===== src/rtl/sobel_pkg.sv =====
// rtl/sobel_pkg.sv - shared types, constants and address helper for the Sobel pixel fetcher
package sobel_pkg;

   typedef enum logic [1:0] {IDLE, ISSUE, DRAIN, DONE} fetch_state_t;

   localparam int IMG_WIDTH     = 640;
   localparam int BYTES_PER_PIX = 4;
   localparam int ROW_STRIDE    = IMG_WIDTH * BYTES_PER_PIX;
   localparam int PIX_W         = 8;

   typedef logic [8:0][PIX_W-1:0] win_t;

   // Byte offset of request k in a column-major walk: row k%3, column k/3.
   function automatic logic [31:0] req_offset(input logic [3:0] k, input logic [31:0] stride);
      logic [3:0] row;
      logic [3:0] col;
      row = k % 4'd3;
      col = k / 4'd3;
      return ({28'd0, row} * stride) + ({28'd0, col} << 2);
   endfunction

endpackage


===== src/rtl/sobel_window_shift3x3.sv =====
// rtl/sobel_window_shift3x3.sv - column buffer, shifting working window and output copy
module sobel_window_shift3x3 #(
   parameter int PIX_W = 8
) (
   input  logic               clk,
   input  logic               rst,
   input  logic               pix_valid,
   input  logic [1:0]         pix_row,
   input  logic [PIX_W-1:0]   pix,
   input  logic               copy_en,
   output logic [9*PIX_W-1:0] window
);

   logic [2:0][PIX_W-1:0] col_buf_q, col_buf_d;
   logic [8:0][PIX_W-1:0] work_q, work_d;
   logic [8:0][PIX_W-1:0] win_q, win_d;

   // Buffer pixels by row; the third pixel of a column shifts the working window left.
   always_comb begin
      col_buf_d = col_buf_q;
      work_d    = work_q;
      win_d     = win_q;
      if (pix_valid) begin
         col_buf_d[pix_row] = pix;
         if (pix_row == 2'd2) begin
            for (int r = 0; r < 3; r++) begin
               work_d[r*3+0] = work_q[r*3+1];
               work_d[r*3+1] = work_q[r*3+2];
               work_d[r*3+2] = col_buf_d[r];
            end
         end
      end
      // Copy the post-shift window so a shift and a copy in the same cycle agree.
      if (copy_en) begin
         win_d = work_d;
      end
   end

   // Register buffer, working window and visible window.
   always_ff @(posedge clk) begin
      if (rst) begin
         col_buf_q <= '0;
         work_q    <= '0;
         win_q     <= '0;
      end else begin
         col_buf_q <= col_buf_d;
         work_q    <= work_d;
         win_q     <= win_d;
      end
   end

   assign window = win_q;

endmodule


===== src/rtl/sobel_pixel_fetcher.sv =====
// rtl/sobel_pixel_fetcher.sv - Avalon-MM read master assembling a 3x3 pixel window
module sobel_pixel_fetcher
   import sobel_pkg::*;
#(
   parameter int PIX_W       = sobel_pkg::PIX_W,
   parameter int ROW_STRIDE  = sobel_pkg::ROW_STRIDE,
   parameter int MAX_PENDING = 4
) (
   input  logic               clk,
   input  logic               rst,
   input  logic               loadStart,
   input  logic [31:0]        readAddress,
   input  logic [3:0]         numPixToLoad,
   output logic               busy,
   output logic               loadDone,
   output logic [9*PIX_W-1:0] window,
   output logic [31:0]        avm_address,
   output logic               avm_read,
   input  logic               avm_waitrequest,
   input  logic [31:0]        avm_readdata,
   input  logic               avm_readdatavalid
);

   fetch_state_t state_q, state_d;
   logic [31:0]  base_q, base_d;
   logic [3:0]   num_q, num_d;
   logic [3:0]   issue_q, issue_d;
   logic [3:0]   recv_q, recv_d;
   logic [3:0]   pending_q, pending_d;
   logic         avm_read_q, avm_read_d;
   logic [31:0]  avm_address_q, avm_address_d;
   logic         busy_q, busy_d;
   logic         load_done_q, load_done_d;

   logic         accept;
   logic         resp;
   logic [1:0]   recv_row;
   logic         unused_rdata;

   assign accept       = avm_read_q && !avm_waitrequest;
   // Responses outside an active load are stale and dropped.
   assign resp         = avm_readdatavalid && (state_q == ISSUE || state_q == DRAIN);
   assign recv_row     = 2'(recv_q % 4'd3);
   assign unused_rdata = ^avm_readdata[31:PIX_W];

   // Next-state, counter and bus-output computation.
   always_comb begin
      state_d   = state_q;
      base_d    = base_q;
      num_d     = num_q;
      issue_d   = issue_q + {3'd0, accept};
      recv_d    = recv_q + {3'd0, resp};
      pending_d = pending_q + {3'd0, accept} - {3'd0, resp};
      case (state_q)
         IDLE: begin
            if (loadStart) begin
               state_d   = ISSUE;
               base_d    = readAddress;
               num_d     = (numPixToLoad == 4'd3) ? 4'd3 : 4'd9;
               issue_d   = 4'd0;
               recv_d    = 4'd0;
               pending_d = 4'd0;
            end
         end
         ISSUE: begin
            if (accept && issue_d == num_q) begin
               state_d = (recv_d == num_q) ? DONE : DRAIN;
            end
         end
         DRAIN: begin
            if (recv_q == num_q) begin
               state_d = DONE;
            end
         end
         DONE:    state_d = IDLE;
         default: state_d = IDLE;
      endcase
      avm_read_d    = (state_d == ISSUE) && (pending_d < 4'(MAX_PENDING));
      avm_address_d = base_d + req_offset(issue_d, 32'(ROW_STRIDE));
      busy_d        = (state_d != IDLE);
      load_done_d   = (state_d == DONE);
   end

   // FSM state, counters and registered outputs.
   always_ff @(posedge clk) begin
      if (rst) begin
         state_q       <= IDLE;
         base_q        <= '0;
         num_q         <= '0;
         issue_q       <= '0;
         recv_q        <= '0;
         pending_q     <= '0;
         avm_read_q    <= 1'b0;
         avm_address_q <= '0;
         busy_q        <= 1'b0;
         load_done_q   <= 1'b0;
      end else begin
         state_q       <= state_d;
         base_q        <= base_d;
         num_q         <= num_d;
         issue_q       <= issue_d;
         recv_q        <= recv_d;
         pending_q     <= pending_d;
         avm_read_q    <= avm_read_d;
         avm_address_q <= avm_address_d;
         busy_q        <= busy_d;
         load_done_q   <= load_done_d;
      end
   end

   assign avm_read    = avm_read_q;
   assign avm_address = avm_address_q;
   assign busy        = busy_q;
   assign loadDone    = load_done_q;

   sobel_window_shift3x3 #(
      .PIX_W (PIX_W)
   ) u_window (
      .clk       (clk),
      .rst       (rst),
      .pix_valid (resp),
      .pix_row   (recv_row),
      .pix       (avm_readdata[PIX_W-1:0]),
      .copy_en   (state_d == DONE),
      .window    (window)
   );

endmodule


===== config.mk =====
export PLATFORM = sky130hd
export DESIGN_NAME = sobel_pixel_fetcher
export DESIGN_NICKNAME = d
export VERILOG_FILES = /design/src/rtl/sobel_pkg.sv /design/src/rtl/sobel_window_shift3x3.sv /design/src/rtl/sobel_pixel_fetcher.sv
export SDC_FILE = /design/constraint.sdc
export NUM_CORES = 1
export LEC_CHECK = 0
export BUFFER_PORTS_ARGS = -buffer_cell sky130_fd_sc_hd__buf_2
export CAP_MARGIN = 25
export CORE_MARGIN = 2
export CORE_UTILIZATION = 40
export DETAILED_ROUTE_END_ITERATION = 8
export HOLD_SLACK_MARGIN = 0.02
export PLACE_DENSITY = 0.56
export SYNTH_ARGS = -nofsm -noshare
export SYNTH_HDL_FRONTEND = slang
export SYNTH_HIERARCHICAL = 1
export SYNTH_SLANG_ARGS = --single-unit

===== constraint.sdc =====
create_clock -name clk -period 17.6 [get_ports clk]
set_clock_uncertainty 0.1 [all_clocks]
set_input_delay 3.52 -clock clk [delete_from_list [all_inputs] [get_ports clk]]
set_output_delay 3.52 -clock clk [all_outputs]
set_load 0.01 [all_outputs]

==> flow_metrics.env <==
export IMPL_nets=1292
export IMPL_crit_type="in -> reg"
export IMPL_combPwrFrac_pct=10.1
export IMPL_root_buffer="clkbuf_16"
export IMPL_cts_tree="done"
export IMPL_grt_setup_unrepaired="no"
export IMPL_antenna_found_initial=3
export IMPL_grt_pass1_vias=7250
export IMPL_synth_top_cell_area_share_pct=48.30
export IMPL_swShare_pct=24.36
export IMPL_p_per_area_mw_per_mm2=105.9
export IMPL_yosys_area_top_type="dfxtp_1"
export IMPL_cap_violations=0
export IMPL_synthCells=1061
export IMPL_dr_pass1_iters=4
export IMPL_clockBufferDepth=3
export IMPL_holdPathStages=2
export IMPL_synthTopCellsByCount="242 x dfxtp_1, 200 x nor2_1, 96 x mux2i_1"
export IMPL_cp_max_fo=11
export IMPL_drive_gt1_share_pct=18.75
export IMPL_finalSetupTns_ns=0
export IMPL_start_util_pct=41.00
export IMPL_synth_fa_ha_area_share_pct=4.965
export IMPL_first_iter_violations=435
export IMPL_hold_buffers=0
export IMPL_clockPowerShare_pct=43.4
export IMPL_finalHoldViolCount=0
export IMPL_placementRows=57
export IMPL_end_kind="flop"
export IMPL_synth_cell_types=60
export IMPL_finalWirelength_mm=22.72
export IMPL_p_leak_nw=5.396
export IMPL_synth_edf_count=0
export IMPL_critPathLaunchType="input pin"
export IMPL_grt_max_degree=123
export IMPL_cp_top_family="adder cells"
export IMPL_ys_flop_type="dfxtp_1"
export IMPL_syn_mean_instance_area_sq_um=9.453
export IMPL_pwr_share_seq_pct=46.5
export IMPL_slowest_stage="mux2_2"
export IMPL_cp_arrival_ns=9.42
export IMPL_hold_path_class="reg -> reg"
export IMPL_setup_viol=0
export IMPL_p_sw_mw=0.3032
export IMPL_synth_warnings=6
export IMPL_synthMuxAreaShare_pct=10.48
export IMPL_grt_util_met3_pct=4.151
export IMPL_async_flop_share_pct=0
export IMPL_path_buf_inv=2
export IMPL_synth_top_family_by_area="simple AND/OR/NAND/NOR gates"
export IMPL_vdd_drop_max_mv=0.06780
export IMPL_grt_pass1_wl_mm=36.97
export IMPL_cts_clk_slew_worst_paths_ns=0.06
export IMPL_period_share_pct=51.75
export IMPL_htree_levels=1
export IMPL_final_antenna_net_count=0
export IMPL_num_vias=7583
export IMPL_syn_num_nets=1172
export IMPL_top_usage_layer="met2"
export IMPL_synth_simple_area_share_pct=16.68
export IMPL_globalplace_congestion=0.8125
export IMPL_post_cts_resized=0
export IMPL_cp_required_ns=17.92
export IMPL_placed_area_sq_mm=0.01089
export IMPL_p_int_mw=0.9413
export IMPL_final_max_slew_viol_count=0
export IMPL_vias_per_cell=4.972
export IMPL_clkLatencyLatePin_ns=0.53
export IMPL_synth_compound_area_share_pct=11.70
export IMPL_reg2regPathDepth=23
export IMPL_coreArea_sq_mm=0.02446
export IMPL_worst_pin_slew_ns=1.025
export IMPL_die_w_microns=162.3
export IMPL_status="finished clean"
export IMPL_path_common_cell="ha_1"
export IMPL_ys_seq_area_share_pct=48.30
export IMPL_synthXorXnorAreaFrac_pct=3.231
export IMPL_grt_overflow=0
export IMPL_io_buffers=155
export IMPL_synth_area_leaders="dfxtp_1 48%, mux2i_1 9.6%, nor2_1 7.5%"
export IMPL_placed_cells=1477
export IMPL_fmax_mhz=109.8
export IMPL_synthToLayoutAreaGrowth_pct=17.18
export IMPL_avgRoutedWirePerCell_microns=14.90
export IMPL_dieArea_sq_mm=0.02636
export IMPL_grtUsageTotal_pct=17.04
export IMPL_min_period_ns=9.108
export IMPL_postCtsSetupBuffers=0
export IMPL_critPathMaxStageDelay_ns=0.39
export IMPL_netlist_area_sq_mm=0.01003
export IMPL_yosysMostFrequentCell="dfxtp_1"
export IMPL_ys_ff_latch=242
export IMPL_max_slew_margin_pct=31.67
export IMPL_grt_use_met2_pct=27.25
export IMPL_clock_sinks=242
export IMPL_layout_cells_non_filler=1525
export IMPL_hpwl_mm=15.20
export IMPL_grt_use_met1_pct=23.17
export IMPL_cts_buffers=26
export IMPL_cp_depth=25
export IMPL_post_route_drc_count=0
export IMPL_stdcell_area_sq_mm=0.01175
export IMPL_die_h_microns=162.3
export IMPL_pin_count=180
cell type report:
class | instances | area [sq um]
clock inverter | 9 | 111.4
tap | 324 | 405.4
inverter | 17 | 63.81
clock buffer | 38 | 745.7
multi-input combinational | 733 | 4732
sequential | 242 | 4845
timing repair buffer | 161 | 847.1
fill | 2398 | 12710
antenna | 1 | 2.502
final timing paths:
check / from / to / slack, ns
setup / recovery: avm_waitrequest / avm_address[28] / 8.49
hold / removal: base_q[11] / base_q[11] / 0.36
setup reg to reg: state_q[0] / avm_address[28] / 10.78
hold reg to reg: base_q[11] / base_q[11] / 0.36
cells in the final DEF, fill, tap and decap left out, types with 3 or more instances in the layout:
| cell type | n |
|---|---|
| nor2_1 | 199 |
| clkbuf_8 | 5 |
| buf_4 | 5 |
| mux2i_1 | 96 |
| xnor2_1 | 19 |
| a31oi_1 | 3 |
| clkinv_2 | 4 |
| nand2b_1 | 5 |
| dfxtp_1 | 242 |
| nand3_1 | 14 |
| nand2_2 | 3 |
| a21o_1 | 10 |
| a211oi_1 | 65 |
| clkbuf_16 | 26 |
| a311oi_1 | 6 |
| o31a_1 | 3 |
| xor2_1 | 18 |
| and2_1 | 9 |
| and3_1 | 9 |
| clkbuf_1 | 7 |
| nand2_1 | 91 |
| nor4_1 | 5 |
| mux2_2 | 8 |
| inv_1 | 17 |
| ha_1 | 35 |
| nor3_1 | 16 |
| o211ai_1 | 3 |
| o21a_1 | 4 |
| a21oi_1 | 42 |
| fa_1 | 3 |
| buf_2 | 154 |
| nand3b_1 | 3 |
| nor2b_1 | 6 |
| o21ai_0 | 17 |
| nand4_1 | 12 |
metal layers:
metal,up-vias,part of all wire (%),wire length (microns)
li1,3917,-,-
met1,3461,47,10780
met2,167,44,9960
met3,34,6.6,1490
met4,4,2.0,465
met5,-,0.13,29
cell families (layout without fill, tap and decap cells):
| logic type | count (synthesis) | in the layout |
|---|---|---|
| xor gates and xnor gates | 37 | 37 |
| adders and majority gates | 38 | 38 |
| muxes | 104 | 104 |
| buffers and inverters | 86 | 225 |
| and+or+nand+nor | 383 | 383 |
| DFF | 242 | 242 |
| other | 0 | 1 |
| AOI/OAI and AO/OA | 171 | 171 |
worst reg2reg max path: cells and delay by family, from the launching register on:
kind | cells | cell delay [ns]
AOI/OAI and AO/OA | 4 | 0.81
and+or+nand+nor | 6 | 1.79
xor gates and xnor gates | 1 | 0.18
adders and majority gates | 8 | 2.55
DFF | 1 | 0.34
muxes | 2 | 0.77
buffers and inverters | 2 | 0.18
through the flow:
stage / worst slack, ns / hold WS (ns) / util, % / power [mW]
after detailed placement: 7.874 / 0.3539 / 44.53 / 0.7174
after global placement: 7.922 / 0.3459 / 44.42 / 0.7155
final: 8.492 / 0.3622 / 48.04 / 1.244
after global routing: 8.009 / 0.3801 / 48.04 / 1.309
after floorplan: 8.491 / 0.3367 / - / 0.6766
after CTS: 8.413 / 0.3618 / 48.03 / 1.264
state kept, by name, summed over array words and instances, names as in the netlist:
name / cells
avm_read: 1
u_window/col_buf_q: 16
issue_q: 4
state_q: 2
pending_q: 4
recv_q: 4
num_q: 3
busy: 1
avm_address: 30
u_window/window: 72
base_q: 32
u_window/work_q: 72
loadDone: 1
power groups by stage:
stage | logic, mW | registers [mW] | clock network, mW
finish | 0.125 | 0.579 | 0.540
global route | 0.141 | 0.581 | 0.586
CTS | 0.127 | 0.579 | 0.558
detailed placement | 0.126 | 0.591 | 0
global placement | 0.124 | 0.591 | 0
floorplan | 0.0816 | 0.595 | 0
Note: power is estimated with default switching activity, not from simulation.
